### config.mk
export PLATFORM = sky130hd
export DESIGN_NAME = mmul_seq_flat
export DESIGN_NICKNAME = d
export VERILOG_FILES = /design/src/rtl/mmul_seq_pkg.sv /design/src/rtl/mmul_seq_if.sv /design/src/rtl/mmul_mac.sv /design/src/rtl/mmul_seq.sv /design/src/flat_wrapper.sv
export SDC_FILE = /design/constraint.sdc
export NUM_CORES = 2
export LEC_CHECK = 0
export ABC_AREA = 1
export BUFFER_PORTS_ARGS = -buffer_cell sky130_fd_sc_hd__buf_2
export CELL_PAD_IN_SITES_DETAIL_PLACEMENT = 0
export CELL_PAD_IN_SITES_GLOBAL_PLACEMENT = 1
export CORE_MARGIN = 2
export CORE_UTILIZATION = 42
export DETAILED_ROUTE_END_ITERATION = 10
export MAX_ROUTING_LAYER = met4
export PLACE_DENSITY_LB_ADDON = 0.08
export SLEW_MARGIN = 0
export SYNTH_ARGS = -nofsm -noshare
export SYNTH_HDL_FRONTEND = slang
export SYNTH_SLANG_ARGS = --single-unit
### constraint.sdc
create_clock -name clk -period 6.2 [get_ports clk]
set_clock_uncertainty 0.15 [all_clocks]
set_input_delay 0.93 -clock clk [delete_from_list [all_inputs] [get_ports clk]]
set_output_delay 0.93 -clock clk [all_outputs]
set_load 0.01 [all_outputs]
### src/rtl/mmul_seq_pkg.sv
// rtl/mmul_seq_pkg.sv - shared types and constants for the matrix-multiply sequencer
// Contents:
//   MATRIX_MUL   alu_op code that launches the sequencer
//   MMUL_N_MAX   largest supported matrix dimension
//   mmul_state_e sequencer FSM state encoding
//   flat_idx()   row-major element index helper
package mmul_seq_pkg;

  localparam logic [2:0] MATRIX_MUL = 3'b101;
  localparam int MMUL_N_MAX = 8;

  // i/j/k counter width and row-major flat index width (N_MAX^2 elements)
  localparam int CW = $clog2(MMUL_N_MAX);
  localparam int IW = 2 * CW;

  typedef enum logic [2:0] {
    S_IDLE = 3'd0,
    S_RD_A = 3'd1,
    S_WT_A = 3'd2,
    S_RD_B = 3'd3,
    S_WT_B = 3'd4,
    S_MAC  = 3'd5,
    S_WR   = 3'd6,
    S_DONE = 3'd7
  } mmul_state_e;

  function automatic logic [IW-1:0] flat_idx(input logic [CW-1:0] row,
                                             input logic [CW-1:0] col,
                                             input int n);
    return IW'(row) * IW'(n) + IW'(col);
  endfunction

endpackage

### src/rtl/mmul_seq_if.sv
// rtl/mmul_seq_if.sv - data-scratchpad request/grant/rvalid port
// Signals:
//   mem_req/mem_we/mem_addr/mem_wdata  request side, driven by the sequencer
//   mem_gnt                            request accepted this cycle
//   mem_rvalid/mem_rdata               read data return
// Modports: master (sequencer), slave (memory)
interface mmul_seq_if #(
  parameter int AW = 32,
  parameter int DW = 32
);
  logic          mem_req;
  logic          mem_we;
  logic [AW-1:0] mem_addr;
  logic [DW-1:0] mem_wdata;
  logic          mem_gnt;
  logic          mem_rvalid;
  logic [DW-1:0] mem_rdata;

  modport master (
    output mem_req, mem_we, mem_addr, mem_wdata,
    input  mem_gnt, mem_rvalid, mem_rdata
  );

  modport slave (
    input  mem_req, mem_we, mem_addr, mem_wdata,
    output mem_gnt, mem_rvalid, mem_rdata
  );
endinterface

### src/rtl/mmul_mac.sv
// rtl/mmul_mac.sv - combinational signed multiply-accumulate for one k step
// Ports:
//   opa, opb  in  DW  signed operands
//   acc_in    in  DW  running sum
//   acc_out   out DW  acc_in + opa*opb
// Macro MMUL_SAT_EN: product formed at 2*DW and saturated, then saturating add.
// Without it the low DW product bits are added with wraparound.
module mmul_mac #(
  parameter int DW = 32
) (
  input  logic [DW-1:0] opa,
  input  logic [DW-1:0] opb,
  input  logic [DW-1:0] acc_in,
  output logic [DW-1:0] acc_out
);

`ifdef MMUL_SAT_EN
  localparam logic [DW-1:0] SMAX = {1'b0, {(DW-1){1'b1}}};
  localparam logic [DW-1:0] SMIN = {1'b1, {(DW-1){1'b0}}};

  logic signed [2*DW-1:0] prod;
  logic        [DW-1:0]   prod_sat;
  logic        [DW:0]     sum;

  always_comb begin
    prod = $signed(opa) * $signed(opb);
    // product fits in DW bits only when its top DW+1 bits are all sign copies
    if (&prod[2*DW-1:DW-1] || ~|prod[2*DW-1:DW-1]) begin
      prod_sat = prod[DW-1:0];
    end else begin
      prod_sat = prod[2*DW-1] ? SMIN : SMAX;
    end
    sum = {prod_sat[DW-1], prod_sat} + {acc_in[DW-1], acc_in};
    // the extra sign bit disagrees with the DW sign bit only on overflow
    if (sum[DW] != sum[DW-1]) begin
      acc_out = sum[DW] ? SMIN : SMAX;
    end else begin
      acc_out = sum[DW-1:0];
    end
  end
`else
  // the low DW bits of a signed product equal those of the unsigned product
  logic [DW-1:0] prod_lo;

  always_comb begin
    prod_lo = opa * opb;
    acc_out = acc_in + prod_lo;
  end
`endif

endmodule

### src/rtl/mmul_seq.sv
// rtl/mmul_seq.sv - multi-cycle N x N matrix-multiply sequencer beside the EX ALU
// Ports:
//   clk, rstn            clock, synchronous active-low reset
//   start                EX valid with MATRIX_MUL; sampled only in IDLE
//   a_base/b_base/c_base byte base addresses of row-major A, B, C
//   busy                 registered stall request, high in every non-IDLE state
//   done                 one-cycle completion pulse
//   mem                  scratchpad port (master side)
// Macro MMUL_SAT_EN (in mmul_mac): saturating accumulate.
module mmul_seq
  import mmul_seq_pkg::*;
#(
  parameter int N  = 4,
  parameter int DW = 32,
  parameter int AW = 32
) (
  input  logic          clk,
  input  logic          rstn,
  input  logic          start,
  input  logic [AW-1:0] a_base,
  input  logic [AW-1:0] b_base,
  input  logic [AW-1:0] c_base,
  output logic          busy,
  output logic          done,
  mmul_seq_if.master    mem
);

  localparam logic [CW-1:0] LAST = CW'(N - 1);

  mmul_state_e   state, state_next;
  logic [CW-1:0] i_q, j_q, k_q;
  logic [DW-1:0] acc, opa, opb, mac_out;
  logic [AW-1:0] a_base_q, b_base_q, c_base_q;

  logic last_i, last_j, last_k;
  assign last_i = (i_q == LAST);
  assign last_j = (j_q == LAST);
  assign last_k = (k_q == LAST);

  // byte offset of element (row, col); the base add wraps silently at 2^AW
  function automatic logic [AW-1:0] elem_off(input logic [CW-1:0] row,
                                             input logic [CW-1:0] col);
    return {{(AW-IW-2){1'b0}}, flat_idx(row, col, N), 2'b00};
  endfunction

  mmul_mac #(.DW(DW)) u_mac (
    .opa     (opa),
    .opb     (opb),
    .acc_in  (acc),
    .acc_out (mac_out)
  );

  always_comb begin
    state_next    = state;
    mem.mem_req   = 1'b0;
    mem.mem_we    = 1'b0;
    mem.mem_addr  = '0;
    mem.mem_wdata = '0;
    done          = 1'b0;
    case (state)
      S_IDLE: if (start) state_next = S_RD_A;
      S_RD_A: begin
        mem.mem_req  = 1'b1;
        mem.mem_addr = a_base_q + elem_off(i_q, k_q);
        if (mem.mem_gnt) state_next = S_WT_A;
      end
      S_WT_A: if (mem.mem_rvalid) state_next = S_RD_B;
      S_RD_B: begin
        mem.mem_req  = 1'b1;
        mem.mem_addr = b_base_q + elem_off(k_q, j_q);
        if (mem.mem_gnt) state_next = S_WT_B;
      end
      S_WT_B: if (mem.mem_rvalid) state_next = S_MAC;
      S_MAC:  state_next = last_k ? S_WR : S_RD_A;
      S_WR: begin
        mem.mem_req   = 1'b1;
        mem.mem_we    = 1'b1;
        mem.mem_addr  = c_base_q + elem_off(i_q, j_q);
        mem.mem_wdata = acc;
        if (mem.mem_gnt) state_next = (last_i && last_j) ? S_DONE : S_RD_A;
      end
      S_DONE: begin
        done       = 1'b1;
        state_next = S_IDLE;
      end
      default: state_next = S_IDLE;
    endcase
  end

  always_ff @(posedge clk) begin
    if (!rstn) begin
      state    <= S_IDLE;
      busy     <= 1'b0;
      i_q      <= '0;
      j_q      <= '0;
      k_q      <= '0;
      acc      <= '0;
      opa      <= '0;
      opb      <= '0;
      a_base_q <= '0;
      b_base_q <= '0;
      c_base_q <= '0;
    end else begin
      state <= state_next;
      busy  <= (state_next != S_IDLE);
      case (state)
        S_IDLE: if (start) begin
          a_base_q <= a_base;
          b_base_q <= b_base;
          c_base_q <= c_base;
          i_q      <= '0;
          j_q      <= '0;
          k_q      <= '0;
          acc      <= '0;
        end
        S_WT_A: if (mem.mem_rvalid) opa <= mem.mem_rdata;
        S_WT_B: if (mem.mem_rvalid) opb <= mem.mem_rdata;
        S_MAC: begin
          acc <= mac_out;
          if (!last_k) k_q <= k_q + CW'(1);
        end
        S_WR: if (mem.mem_gnt) begin
          acc <= '0;
          k_q <= '0;
          if (last_j) begin
            j_q <= '0;
            i_q <= last_i ? '0 : i_q + CW'(1);
          end else begin
            j_q <= j_q + CW'(1);
          end
        end
        default: ;
      endcase
    end
  end

endmodule

### src/flat_wrapper.sv
// flat-port wrapper written by rule: the top's interface ports become plain ports
module mmul_seq_flat import mmul_seq_pkg::*;
#(
  parameter int N  = 4,
  parameter int DW = 32,
  parameter int AW = 32
)
  (clk, rstn, start, a_base, b_base, c_base, busy, done, mem_mem_req, mem_mem_we, mem_mem_addr, mem_mem_wdata, mem_mem_gnt, mem_mem_rvalid, mem_mem_rdata);
  mmul_seq_if #(.AW(AW), .DW(DW)) mem_i ();
  input  logic clk;
  input  logic rstn;
  input  logic start;
  input  logic [AW-1:0] a_base;
  input  logic [AW-1:0] b_base;
  input  logic [AW-1:0] c_base;
  output logic busy;
  output logic done;
  output wire logic [$bits(mem_i.mem_req)-1:0] mem_mem_req;
  output wire logic [$bits(mem_i.mem_we)-1:0] mem_mem_we;
  output wire logic [$bits(mem_i.mem_addr)-1:0] mem_mem_addr;
  output wire logic [$bits(mem_i.mem_wdata)-1:0] mem_mem_wdata;
  input wire logic [$bits(mem_i.mem_gnt)-1:0] mem_mem_gnt;
  input wire logic [$bits(mem_i.mem_rvalid)-1:0] mem_mem_rvalid;
  input wire logic [$bits(mem_i.mem_rdata)-1:0] mem_mem_rdata;
  assign mem_mem_req = mem_i.mem_req;
  assign mem_mem_we = mem_i.mem_we;
  assign mem_mem_addr = mem_i.mem_addr;
  assign mem_mem_wdata = mem_i.mem_wdata;
  assign mem_i.mem_gnt = mem_mem_gnt;
  assign mem_i.mem_rvalid = mem_mem_rvalid;
  assign mem_i.mem_rdata = mem_mem_rdata;
  mmul_seq #(.N(N), .DW(DW), .AW(AW)) u_core (.clk(clk), .rstn(rstn), .start(start), .a_base(a_base), .b_base(b_base), .c_base(c_base), .busy(busy), .done(done), .mem(mem_i));
endmodule
==> summary.md <==
| Metric | Value |
|---|---|
| Sequential power share | 37.6% |
| Tmin final | 6.64 ns |
| CTS max path bufs | 3 |
| Most common cell after layout, fill and taps aside | inv_1 |
| End of the critical path | u_core.acc[27] |
| Worst vdd ir | 0.216 mV |
| # H-tree levels | 1 |
| Crit path required time | 6.59 ns |
| Largest net degree at the start of global routing | 150 |
| NumNets Final | 5139 |
| Total CTS buffers | 28 |
| Unrepaired setup endpoints after global routing | true |
| Clock Sinks | 205 |
| Switch share | 31.7% |
| Switching pwr | 1.29 mW |
| WP data arrival | 7.03 ns |
| Avg Cell Area, Syn | 7.05 um2 |
| Syn Inst Count | 4017 |
| Final ANT Viol Nets | 0 |
| Tot GR Track Use | 29.1% |
| Drt pass-1 iters | 5 |
| Top-area cell type share of the netlist area | 31.2% |
| Post-synthesis net count | 4743 |
| Max_slew headroom | 31.8% |
| Layout cells sized above 1 | 21.1% |
| Vias in the first global route | 26226 |
| CP max stage cell | fa_1 |
| Fin cells | 5320 |
| Max-cap violation count | 0 |
| Crit-path most repeated cell | fa_1 |
| Placed cells | 5192 |
| Final core occ | 53.2% |
| DRT iter0 DRCs | 1351 |
| Type of the worst setup path | reg -> reg |
| Share of the yosys chip area belonging to registers | 14.5% |
| GPL Wtd Cong | 0.963 |
| Fmax | 0.151 GHz |
| Internal power | 2.77 mW |
| Slew Viols, Final | 0 |
| Synthesis-to-finish area growth | 25.6% |
| Ys Warns | 0 |
| Via density | 4.84 |
| Starting Density | 42.3% |
| Endpoints failing setup | 18 |
| # IOs | 201 |
| CTS tree | done |
| Die Height | 264 um |
| First-pass GRT wire length | 151 mm |
| Slowest stage delay, CP | 0.57 ns |
| Vias | 25752 |
| Die Span X | 264 um |
| Number of synthesized flops with an enable pin | 0 |
| Final worst slack | -0.442 ns |
| Synth Register Bits | 205 |
| Crit path from | u_core.opb[12] |
| Netlist cell types | 53 |
| Fill cells | 6742 |
| Worst Max-Slew Pin Slew | 1.02 ns |
| Hold_ws | 0.309 ns |
| Skew-Pair Late Insertion Delay | 0.60 ns |
| Row cnt | 95 |
| Cell taking the most area after synthesis | fa_1 |
| Grt ovf | 0 |
| Hold Crit Class | reg -> reg |
| Clock slew at reported path FFs | 0.08 ns |
| R2R Path End | u_core.acc[27] |
| Clock root cell | clkbuf_16 |
| Worst Setup Start Kind | flip-flop |
| Clock share of power | 44.3% |
| Failing checks | negative setup slack |
| Post-Route WL | 98.1 mm |
| Outcome | complete, but fails checks |
| Dpl cell area | 32500 um2 |
| Final Hold Vio Count | 0 |
| Port Buf Inserts | 200 |
| Reg2Reg Setup Slack | -0.44 ns |
| Residual DRC count | 0 |
| Dominant synthesized flop cell | dfxtp_1 |
| Logic pwr share | 18.1% |
| Hold path depth | 2 |
| CP Capture Type | flip-flop |
| Leakage power | 19.4 nW |
| Initial antenna violation count | 13 |
| Commonest cells after routing, fill and taps aside | inv_1 (949), nand2_1 (864), fa_1 (405), nor2_1 (329), buf_4 (251) |
| Finished Cell Area | 35600 um2 |
| Pwr dens | 114 nW/um2 |
| Final period util | 107% |
| CP Max Fanout | 9 |
| Worst r2r src | u_core.opb[12] |
| Post-DP HPWL | 79.2 mm |
| Core Area | 66900 um2 |
| R2R depth | 28 |
| Post-synthesis cell area | 28300 um2 |
| Largest cells by area after synthesis | fa_1 (31%), dfxtp_1 (14%), inv_1 (14%), nand2_1 (12%), ha_1 (6.7%) |
| Die area | 69500 um2 |
| Async SR Flop Fraction | 0% |
| WL/cell | 18.4 um |
-- worst max-delay path, delay by kind of cell (launching register included) --
family,cells,cell delay (ns)
fa+ha+maj,9,4.03
simple gates,7,0.91
buf+inv,9,0.76
flops,1,0.36
compound gates,3,0.36
-- final cells by class --
type	instances	area [um2]	share of cell area (%)
Antenna cell	14	35.0	0.0985
Multi-Input combinational cell	2598	20800	58.4
Clock buffer	38	818	2.30
Clock inverter	12	176	0.496
Inverter	1029	3860	10.9
Timing Repair Buffer	551	4610	13.0
Sequential cell	205	4190	11.8
Tap cell	873	1090	3.07
-- per-stage QoR --
stage,TNS [ns],total power [mW],setup slack [ns]
after floorplan,-0.597,1.91,-0.207
after global placement,-7.59,2.25,-0.561
after detailed placement,-9.11,2.25,-0.648
after CTS,-4.62,4.09,-0.404
after global routing,-8.81,4.23,-0.688
final,-4.53,4.05,-0.442
-- sequential cells by signal (all words and copies together) (netlist names), 3 cells and up --
| name | count |
|---|---|
| u_core.i_q | 3 |
| u_core.k_q | 3 |
| u_core.state | 3 |
| u_core.j_q | 3 |
| u_core.a_base_q | 32 |
| u_core.acc | 32 |
| u_core.c_base_q | 32 |
| u_core.opa | 32 |
| u_core.b_base_q | 32 |
| u_core.opb | 32 |
-- kinds of logic (layout without fill, tap and decap cells) --
family | count (synthesis) | in the layout | share of synthesized area, %
AOI/OAI and AO/OA | 487 | 487 | 9.20
xor gates and xnor gates | 24 | 24 | 0.742
adders and majority gates | 593 | 593 | 37.9
buffers and inverters | 1214 | 1630 | 16.2
DFF | 205 | 205 | 14.5
other | 0 | 14 | 0
and+or+nand+nor | 1494 | 1494 | 21.4
-- per-layer routing --
| layer | global-route usage (%) | share of wire (%) |
|---|---|---|
| met5 | - | 0 |
| met4 | 8.37 | 3.3 |
| met3 | 3.29 | 4.3 |
| met2 | 50.6 | 50 |
| met1 | 35.7 | 42 |
-- power groups by stage --
| stage | clock network, mW | logic, mW | registers (mW) |
|---|---|---|---|
| global placement | 0 | 0.699 | 1.55 |
| global route | 1.88 | 0.810 | 1.54 |
| CTS | 1.84 | 0.727 | 1.53 |
| floorplan | 0 | 0.397 | 1.51 |
| detailed placement | 0 | 0.700 | 1.55 |
| finish | 1.79 | 0.735 | 1.52 |
-- synth_stat cells (all sizes together), types with 13 or more instances --
| cell | number |
|---|---|
| inv | 1028 |
| nand2 | 914 |
| fa | 441 |
| nor2 | 361 |
| o21ai | 247 |
| dfxtp | 205 |
| a21oi | 185 |
| ha | 152 |
| clkbuf | 136 |
| nand3 | 132 |
| buf | 49 |
| nor3 | 25 |
| nand4 | 22 |
| xor2 | 17 |
| o211ai | 15 |
| or2 | 13 |
-- worst min-delay path by stage --
stage                        from                  to  slack [ns]
2_1_floorplan  u_core.b_base_q[0]  u_core.b_base_q[0]        0.28
3_3_place_gp   u_core.b_base_q[0]  u_core.b_base_q[0]        0.29
3_5_place_dp   u_core.b_base_q[1]  u_core.b_base_q[1]        0.30
4_1_cts        u_core.b_base_q[1]  u_core.b_base_q[1]        0.31
5_1_grt            u_core.acc[22]      u_core.acc[22]        0.33
6_report       u_core.b_base_q[1]  u_core.b_base_q[1]        0.31
-- what timing repair did --
| item | 4_1_cts | 5_1_grt |
|---|---|---|
| pin swaps | 145 | 153 |
| setup endpoints to repair | 21 | 23 |
| gates resized for setup | 235 | 200 |
| setup buffers | 42 | 20 |
| hold buffers | 0 | 0 |
| gates cloned | 3 | 3 |
No activity file was read; power rests on OpenSTA's default activity.
